File: src/rtl/bus_arb_pkg.sv
// bus_arb_pkg: shared state encoding, hold-counter width and default parameters for the bus arbiter
package bus_arb_pkg;
   typedef enum logic [1:0] {
      IDLE    = 2'b00,
      GRANTED = 2'b01,
      RELEASE = 2'b10
   } arbState_t;
   localparam int CNT_W = 16;
   localparam int DEFAULT_N_REQ = 4;
   localparam int DEFAULT_TIMEOUT_CYCLES = 255;
endpackage

File: src/rtl/rr_priority_picker.sv
// rr_priority_picker: combinational round-robin pick of the first request at or after ptr
module rr_priority_picker #(
   parameter int N = 4,
   parameter int W = $clog2(N)
) (
   input  logic [N-1:0] req,
   input  logic [W-1:0] ptr,
   output logic [N-1:0] grant,
   output logic [W-1:0] idx,
   output logic         valid
);
   logic [2*N-1:0] dbl;
   logic [N-1:0] rot;
   logic [W:0] off, sum;
   always_comb begin
      dbl = {req, req} >> ptr;
      rot = dbl[N-1:0];
      off = '0;
      valid = 1'b0;
      for (int k = N - 1; k >= 0; k--) begin
         if (rot[k]) begin
            off = (W+1)'(k);
            valid = 1'b1;
         end
      end
      sum = {1'b0, ptr} + off;
      idx = W'(sum >= (W+1)'(N) ? sum - (W+1)'(N) : sum);
      grant = valid ? N'(1) << idx : '0;
   end
endmodule

File: src/rtl/bus_arbiter.sv
// bus_arbiter: round-robin single-owner bus arbiter with a turn-around cycle and a hold watchdog
module bus_arbiter
   import bus_arb_pkg::*;
#(
   parameter int N_REQ = DEFAULT_N_REQ,
   parameter int TIMEOUT_CYCLES = DEFAULT_TIMEOUT_CYCLES
) (
   input  logic                     clk,
   input  logic                     reset,
   input  logic [N_REQ-1:0]         Bus_RQ,
   input  logic                     Bus_Ready,
   output logic [N_REQ-1:0]         Bus_GRANT,
   output logic                     Bus_Busy,
   output logic [$clog2(N_REQ)-1:0] Grant_Idx,
   output logic                     Timeout_Err
);
   localparam int IW = $clog2(N_REQ);
   arbState_t state, stateNext;
   logic [N_REQ-1:0] grantNext, pickGrant;
   logic [IW-1:0] idxNext, ptr, ptrNext, ptrAfter, pickIdx;
   logic [CNT_W-1:0] cnt, cntNext, cntInc;
   logic pickValid, ownerRq, timeoutHit, errNext;

   rr_priority_picker #(.N(N_REQ), .W(IW)) uPicker (
      .req(Bus_RQ),
      .ptr(ptr),
      .grant(pickGrant),
      .idx(pickIdx),
      .valid(pickValid)
   );

   assign ownerRq = Bus_RQ[Grant_Idx];
   assign cntInc = &cnt ? cnt : cnt + CNT_W'(1);
   assign timeoutHit = TIMEOUT_CYCLES != 0 && cntInc >= CNT_W'(TIMEOUT_CYCLES);
   assign ptrAfter = Grant_Idx == IW'(N_REQ - 1) ? '0 : Grant_Idx + IW'(1);
   assign Bus_Busy = state != IDLE;

   // A dropped request wins over a simultaneous timeout, so errNext only flags a forced release.
   always_comb begin
      stateNext = state;
      grantNext = Bus_GRANT;
      idxNext = Grant_Idx;
      ptrNext = ptr;
      cntNext = cnt;
      errNext = 1'b0;
      case (state)
         IDLE: begin
            if (pickValid) begin
               stateNext = GRANTED;
               grantNext = pickGrant;
               idxNext = pickIdx;
               cntNext = '0;
            end
         end
         GRANTED: begin
            cntNext = cntInc;
            if (!ownerRq || timeoutHit) begin
               stateNext = RELEASE;
               grantNext = '0;
               ptrNext = ptrAfter;
               errNext = ownerRq;
            end
         end
         RELEASE: stateNext = Bus_Ready ? RELEASE : IDLE;
         default: stateNext = IDLE;
      endcase
   end

   always_ff @(posedge clk) begin
      if (reset) begin
         state <= IDLE;
         Bus_GRANT <= '0;
         Grant_Idx <= '0;
         ptr <= '0;
         cnt <= '0;
         Timeout_Err <= 1'b0;
      end else begin
         state <= stateNext;
         Bus_GRANT <= grantNext;
         Grant_Idx <= idxNext;
         ptr <= ptrNext;
         cnt <= cntNext;
         Timeout_Err <= errNext;
      end
   end
endmodule

File: config.mk
export PLATFORM = sky130hd
export DESIGN_NAME = bus_arbiter
export DESIGN_NICKNAME = d
export VERILOG_FILES = /design/src/rtl/bus_arb_pkg.sv /design/src/rtl/rr_priority_picker.sv /design/src/rtl/bus_arbiter.sv
export SDC_FILE = /design/constraint.sdc
export NUM_CORES = 1
export LEC_CHECK = 0
export CORE_MARGIN = 1.5
export CORE_UTILIZATION = 55
export DETAILED_ROUTE_END_ITERATION = 7
export DONT_BUFFER_PORTS = 1
export PLACE_DENSITY_LB_ADDON = 0.05
export SKIP_CTS_REPAIR_TIMING = 1
export SYNTH_ARGS = -nofsm -noshare
export SYNTH_HDL_FRONTEND = slang
export SYNTH_HIERARCHICAL = 1
export SYNTH_SLANG_ARGS = --single-unit
export TNS_END_PERCENT = 100
File: constraint.sdc
create_clock -name clk -period 4 [get_ports clk]
set_input_delay 0.6 -clock clk [delete_from_list [all_inputs] [get_ports clk]]
set_output_delay 0.6 -clock clk [all_outputs]
set_load 0.1 [all_outputs]
**Yosys cells after proc, flatten, opt, wreduce, memory -nomap -nowiden**

Index checks and enable logic that the tools add are counted.
W data, S select, Z words.

- Reduce and logical (&&, ||, !) cells: 12
- Mux-type cells: 22
- Bitwise operators: 2
- Add/sub/neg operators: 4
- Shift operators: 2
- Equal/unequal tests: 5
- $lt $le $gt $ge: 3

Operators with widths:

| operator | count |
|---|---|
| $mux W16 | 2 |
| $pmux W16 S2 | 1 |
| $mux W2 | 9 |
| $add A16 B1 Y16 const B | 1 |
| $ge A16 B8 Y1 const B | 1 |
| $reduce_and A16 Y1 | 1 |
| $mux W4 | 2 |
| $pmux W4 S2 | 1 |
| $reduce_and A2 Y1 | 4 |
| $shr A8 B2 Y4 | 1 |
| $pmux W2 S3 | 1 |
| $mux W1 | 5 |
| $eq A2 B2 Y1 const B | 2 |
| $ne A2 B2 Y1 const B | 2 |
| $reduce_bool A2 Y1 | 2 |
| $shl A1 B2 Y4 const A | 1 |
| $add A2 B2 Y3 | 1 |
| $ge A3 B3 Y1 const B | 1 |
| $lt A2 B3 Y1 const B | 1 |
| $reduce_and A3 Y1 | 1 |
| $reduce_or A3 Y1 | 1 |
| $add A2 B1 Y2 const B | 1 |
| $bmux W1 S2 | 1 |
| $eq A2 B1 Y1 const B | 1 |
| 5 further kinds | 6 |

- Output and inout port bits: 8
- Input port bits: 7
- Word-level logic and storage cells: 56
- Register bits: 27

**Longest topological paths before layout**

Gate-level depths: netlist of run 1.

- Depth after elaboration: 11
- Mapped depth: 10
- Gate-level depth less buffers: 10

**Cells and area by module**

Netlist of run 1, hierarchy kept.

Modules (own cells, without submodules):

| module | cells each | sequential area each (um^2) | area each (um^2) | instances |
|---|---|---|---|---|
| bus_arbiter | 191 | 540.5 | 1570.3 | 1 |
| rr_priority_picker | 38 | 0.0 | 270.3 | 1 |

**Worst setup path before layout of run 1**

OpenSTA, ideal clock, no wires.

- Path kind: reg-to-reg
- Start: reg Grant_Idx[0]
- End: reg ptr[0]
- Setup time: 0.121 ns
- Cell stages (with the launch flop): 7
- Arrival: 2.444 ns
- Path buffers: 0
- Required time: 3.879 ns
- Clock period less this slack: 2.565 ns
- Path slack: 1.435 ns
- Path through: dfxtp_1 > mux4_2 > nor3b_1 > nand3_1 > a211oi_2 > a21oi_4 > mux2_4

- Longest elaborated chain between the ends: 5
- Elaborated cells on any way between the ends: 8
- Classes of those cells: 1 x add/sub; 1 x eq/ne; 3 x mux; 3 x reduce/logical

RTL lines:

| what | RTL line | text |
|---|---|---|
| start, declared | bus_arbiter.sv:14 | `output logic [$clog2(N_REQ)-1:0] Grant_Idx,` |
| start signal, assigned | bus_arbiter.sv:80 | `Grant_Idx <= idxNext;` |
| $bmux W1 S2 | bus_arbiter.sv:32 | `assign ownerRq = Bus_RQ[Grant_Idx];` |
| $mux W1 (not written as such) | bus_arbiter.sv:32 |  |
| $logic_not A1 Y1 | bus_arbiter.sv:57 | `if (!ownerRq \|\| timeoutHit) begin` |
| $logic_or A1 B1 Y1 | bus_arbiter.sv:57 |  |
| $reduce_and A2 Y1 (no source line) | -- |  |
| end signal, assigned | bus_arbiter.sv:81 | `ptr <= ptrNext;` |
| end, declared | bus_arbiter.sv:20 | `logic [IW-1:0] idxNext, ptr, ptrNext, ptrAfter, pickIdx;` |

Several ways; a longest one is shown, not always the timed one. The select of a mux whose other input is x is not followed.
A chain may end at the register's enable or synchronous reset.

**Worst setup path after layout of run 1**

- Start: reg cnt[0]
- End: reg ptr[0]

- Longest elaborated chain between the ends: 5
- Elaborated cells on any way between the ends: 6
- Classes of those cells: 1 x add/sub; 1 x order compare; 1 x mux; 3 x reduce/logical

RTL lines:

| what | RTL line | text |
|---|---|---|
| start, declared | bus_arbiter.sv:21 | `logic [CNT_W-1:0] cnt, cntNext, cntInc;` |
| start signal, assigned | bus_arbiter.sv:82 | `cnt <= cntNext;` |
| $add A16 B1 Y16 / $reduce_and A16 Y1 (equally long branches) | bus_arbiter.sv:33 | `assign cntInc = &cnt ? cnt : cnt + CNT_W'(1);` |
| $mux W16 * | bus_arbiter.sv:33 |  |
| $ge A16 B8 Y1 * | bus_arbiter.sv:34 | `assign timeoutHit = TIMEOUT_CYCLES != 0 && cntInc >= CNT_W'(TIMEOUT_CYCLES);` |
| $logic_or A1 B1 Y1 * | bus_arbiter.sv:57 |  |
| $reduce_and A2 Y1 (no source line) * | -- |  |

Every way passes the cells marked *; elsewhere a longest branch is shown, timed or not.

==> results.toml, run 1 <==
[status]
outcome = "complete, no violations"

[placed_design]
place_hpwl_um = 2980
numPortBuffers = 0
place_inst = 260
gp_congestion = 1.01

[synth]
synth_edf_count = 0
synth_cell_types = 56
yosys.area.top_type = "dfxtp_1"
synth.most_common_cell = "dfxtp_1"
ys_seq_area_share_pct = 29.4
yosysWarnings = 6
synth_nets = 239
synth_top_area_share_pct = 29.4
ys_ff_latch = 27
async_flop_share_pct = 0
dominantRegCellSynth = "dfxtp_1"
synthCells = 229
synth_common_cells = "27 x dfxtp_1, 26 x nor2_1, 19 x nand2_1"
syn-cell-area_um2 = 1840
netlist_top_cells_area = "dfxtp_1 29%, mux2i_1 6.5%, nor2_1 5.3%"
avgSynthCellArea_um2 = 8.04

[setup_path]
endpoint_kind = "flip-flop"
start_kind = "flip-flop"
crit_path_max_fanout = 8
worstPathRequired_ps = 4250
cp_data_arrival_time_ps = 3000
path_class = "flip-flop to flip-flop"

[die]
die_x_um = 60.9
fp.dieArea_um2 = 3700
io_pins = 15
rows = 20
start_util_pct = 58.8
die_h_um = 60.9
coreArea_um2 = 3130

[sta]
hold_violations = 0
rsz0062_at_grt = "no"
maxSlewViolCount = 0
fmax_mhz = 364
layout_min_cycle_time_ps = 2740
setup_viol = 0
post-route-period-util_pct = 68.6
worst_pin_slew_ps = 966
relSlewSlack_pct = 35.5
fin_tns_setup_ps = 0
skew_ps = 11.1

[job]
maxCapViolCount = 0

[global_route]
grt_pass1_vias = 1500
grt_pass1_wl_um = 7010
use_met1_pct = 37.2
grtUsageMet2_pct = 38.2
grt.busiest_layer = "met2"
grt_overflow = 0
grt_usage_pct = 25.0
grt_max_degree = 24
antenna_found_initial = 0
grt_util_met3_pct = 3.20

[cts]
cts_tree = "done"
clock-root-buffer = "clkbuf_4"
clk_latency_ps = 340
cts_buffers = 3
clk_pin_slew_ps = 160
clockBufferDepth = 2
htreeDepth = 1
cts_sinks = 27

[final_layout]
fin_nets = 231
fin_cells = 264
diodes = 0
fillCellCount = 294
syn_to_final_growth_pct = 1.22
drive_above_1_share_pct = 8.64
multi_input_area_um2 = 1200
seqCellArea_um2 = 541

[routing]
vias = 1698
drt-total-wl_um = 4080
drt_iter0_drc = 114
wl_per_cell_um = 15.5
vias_per_cell = 6.43
ant_nets = 0
drc = 0
first_pass_iters = 4

[pwr]
powerDensity_nw_per_um2 = 375
power_leakage_uw = 0.000632
ir_drop_mv = 0.305

[worst_hold_path]
hold_path.class = "input port to flip-flop"
## cell usage in the layout, fill, tap and decap left out, types with 3 or more instances in the layout
master,count
o21ai_0,11
nor4_1,5
a21oi_1,9
clkbuf_4,3
nand4_1,7
inv_1,6
dfxtp_1,27
ha_1,3
a31oi_1,6
mux2i_1,12
a311oi_1,8
nor2b_1,4
nand2b_1,6
nor3_1,11
nor2_1,26
nand3_1,13
nand2_1,19
xnor2_1,4
## registers in the layout (all words and copies together), names as in the netlist
register and count:
cnt 16, Bus_GRANT 4, Grant_Idx 2, ptr 2, state 2, Timeout_Err 1
## metal layers
layer | share of wire, % | vias to the layer above | wire length (µm)
li1 | - | 839 | -
met1 | 49 | 810 | 2010
met2 | 45 | 44 | 1830
met3 | 4.7 | 5 | 190
met4 | 1.0 | 0 | 42
met5 | 0 | - | 0
## worst paths after layout
kind	from	endpoint	slack, ps	cells after the start
worst max register to register	cnt[0]$_SDFFE_PP0P_	ptr[0]$_SDFFE_PP0P_	1260	7
worst min-delay path	reset	Grant_Idx[0]$_SDFFE_PP0P_	300	1
worst max-delay path	cnt[0]$_SDFFE_PP0P_	ptr[0]$_SDFFE_PP0P_	1260	7
worst min register to register	cnt[6]$_SDFFE_PP0P_	cnt[6]$_SDFFE_PP0P_	530	2
## final cells by class
class | count | area share (%)
Clock inverter | 1 | 0.403
Clock buffer | 3 | 1.21
Inverter | 6 | 1.21
Multi-Input combinational cell | 181 | 64.4
Sequential cell | 27 | 29.0
Timing Repair Buffer | 2 | 0.806
Tap cell | 44 | 2.95
## critical path, cell delays in order, from the launching register on
cell and delay (ps):
dfxtp_1 480, ha_1 310, nand3_1 310, o21ai_4 280, o21ai_0 150, or4_4 550, a21oi_4 260, mux2_4 330
## report_power, final
group          total (µW)  internal [µW]  switching [µW]
clock network         125           38.4            86.8
logic                 220           72.7             147
registers             354            287            67.2
## metrics by stage
step                setup WS [ps]  power (µW)  hold slack, ps  cell area, µm²  utilization, %
finish                       1260         699             299            1860            59.6
global route                 1070         734             279            1860            59.6
CTS                          1290         704             291            1860            59.6
detailed placement           1300         578             509            1830            58.6
global placement             1380         572             510            1830            58.6
floorplan                    1430         548             492            1840               -
## cell families (layout without fill, tap and decap cells)
group                      count (synthesis)  after routing  share of synthesized area (%)
xor gates and xnor gates                   6              6                           2.86
muxes                                     14             14                           8.57
adders and majority gates                  3              3                           2.04
AOI/OAI and AO/OA                         51             51                           20.8
and+or+nand+nor                          107            107                           30.9
DFF                                       27             27                           29.4
buffers and inverters                     21             12                           5.44
Note: power is estimated with default switching activity, not from simulation.
==> run 2: changes to the inputs <==
- clock period: 4 -> 2.3 ns (I/O delays scaled with it)
==> run 2 against run 1 <==
Combinational power is 140% higher; clock-buffer cell count stayed put; sequential power is 49% higher; final area is 16% higher; core utilization is 9.6 points higher.
==> results.toml, run 2 (synthesis results as in run 1) <==
[final_layout]
multi_input_area_um2 = 1230
fin_nets = 264
final_cell_mix = "34 x buf_4, 26 x nor2_1, 19 x nand2_1"
fin_cells = 297
utilization_pct = 69.2
syn_to_final_growth_pct = 17.5
drive_above_1_share_pct = 28.1
regMostFlops = "cnt"
top_regs = "cnt (16), Bus_GRANT (4)"
diodes = 0
final_common_cell = "buf_4"
seqCellArea_um2 = 559
fillCellCount = 276
fin_area_um2 = 2160
largest_reg_flops = 16

[pwr]
power_frac_seq_pct = 41.2
ir_drop_mv = 0.636
power_frac_clock_pct = 16.8
combPwrFrac_pct = 41.9
p_int_uw = 739
finalPower_uw = 1280
powerDensity_nw_per_um2 = 592
swShare_pct = 42.3
switchingPower_uw = 542
power_leakage_uw = 0.000802

[cts]
htreeDepth = 1
clockBufferDepth = 2
cts_sinks = 27
cts_buffers = 3
cts_tree = "done"
clock-root-buffer = "clkbuf_4"
clk_pin_slew_ps = 160
clk_latency_ps = 330

[global_route]
antenna_found_initial = 0
grt_pass1_vias = 1731
grt_pass1_wl_um = 7760
grt_usage_pct = 27.3
grt_overflow = 0
grt_max_degree = 24

[die]
start_util_pct = 58.8
coreArea_um2 = 3130
die_x_um = 60.9
fp.dieArea_um2 = 3700
io_pins = 15
die_h_um = 60.9
rows = 20

[setup_path]
endpoint_kind = "flip-flop"
critPathBufInv = 0
crit_path_max_fanout = 6
start_kind = "flip-flop"
path_class = "flip-flop to flip-flop"
max_stage_delay_ps = 570
crit_path_top_delay_cell = "or4_4"
critPathTopFamily = "simple AND/OR/NAND/NOR gates"
cp_data_arrival_time_ps = 2490
worstPathRequired_ps = 2540
cp_cell_sequence = "nand4_2, o311ai_2, nand3_1, or4_4, a21oi_4, mux2_4"

[routing]
ant_nets = 0
wl_per_cell_um = 15.6
vias_per_cell = 6.21
vias = 1843
drt-total-wl_um = 4640
drc = 0
first_pass_iters = 4
drt_iter0_drc = 235

[sta]
relSlewSlack_pct = 53.1
worst_pin_slew_ps = 703
layout_min_cycle_time_ps = 2240
fmax_mhz = 446
setup_viol = 0
hold_violations = 0
skew_ps = 11.7
post-route-period-util_pct = 97.6
rsz0062_at_grt = "yes"
maxSlewViolCount = 0
whs_ps = 47.3

[placed_design]
dpl-instance-area_um2 = 2100
place_hpwl_um = 3580
numPortBuffers = 0
gp_congestion = 0.897
place_inst = 292

[status]
outcome = "complete, no violations"

[job]
maxCapViolCount = 0

[worst_hold_path]
hold_path.class = "input port to flip-flop"
-- run 2: worst paths after layout --
path | end | slack (ps) | from | cells past startpoint
setup reg to reg | ptr[0]$_SDFFE_PP0P_ | 60 | cnt[5]$_SDFFE_PP0P_ | 6
hold reg to reg | cnt[15]$_SDFFE_PP0P_ | 540 | cnt[15]$_SDFFE_PP0P_ | 1
hold / removal | Grant_Idx[1]$_SDFFE_PP0P_ | 50 | reset | 1
setup / recovery | ptr[0]$_SDFFE_PP0P_ | 60 | cnt[5]$_SDFFE_PP0P_ | 6
-- run 2: cell type report --
type	instances	area share, %
tap	44	2.54
timing repair buffer	35	12.3
sequential	27	25.9
inverter	6	1.04
multi-input combinational	181	56.9
clock inverter	1	0.347
clock buffer	3	1.04
-- run 2: stage by stage --
stage | setup slack (ps) | setup TNS [ps]
5_1_grt | -23.6 | -45.3
6_report | 56.0 | 0
2_1_floorplan | 15.1 | 0
3_5_place_dp | 19.6 | 0
4_1_cts | -1.79 | -1.79
3_3_place_gp | 65.5 | 0
-- run 2: power by group through the flow --
stage	logic (µW)	registers (µW)	clock network (µW)
2_1_floorplan	291	668	0
3_3_place_gp	517	534	0
3_5_place_dp	529	537	0
4_1_cts	531	527	219
5_1_grt	576	531	242
6_report	537	528	216
-- run 2: metal layers --
layer  up-vias  GRT usage, %  part of all wire (%)
li1        906             -                     -
met1       879          39.8                    48
met2        54          43.9                    46
met3         4          2.56                   5.3
met4         0          5.90                  0.60
met5         -             0                     0
==> run 3: changes to the inputs <==
- CTS_CLUSTER_SIZE: default -> 28
==> results of run 3 <==
Same layout as run 2: the final DEF is identical, and so are final timing and power.
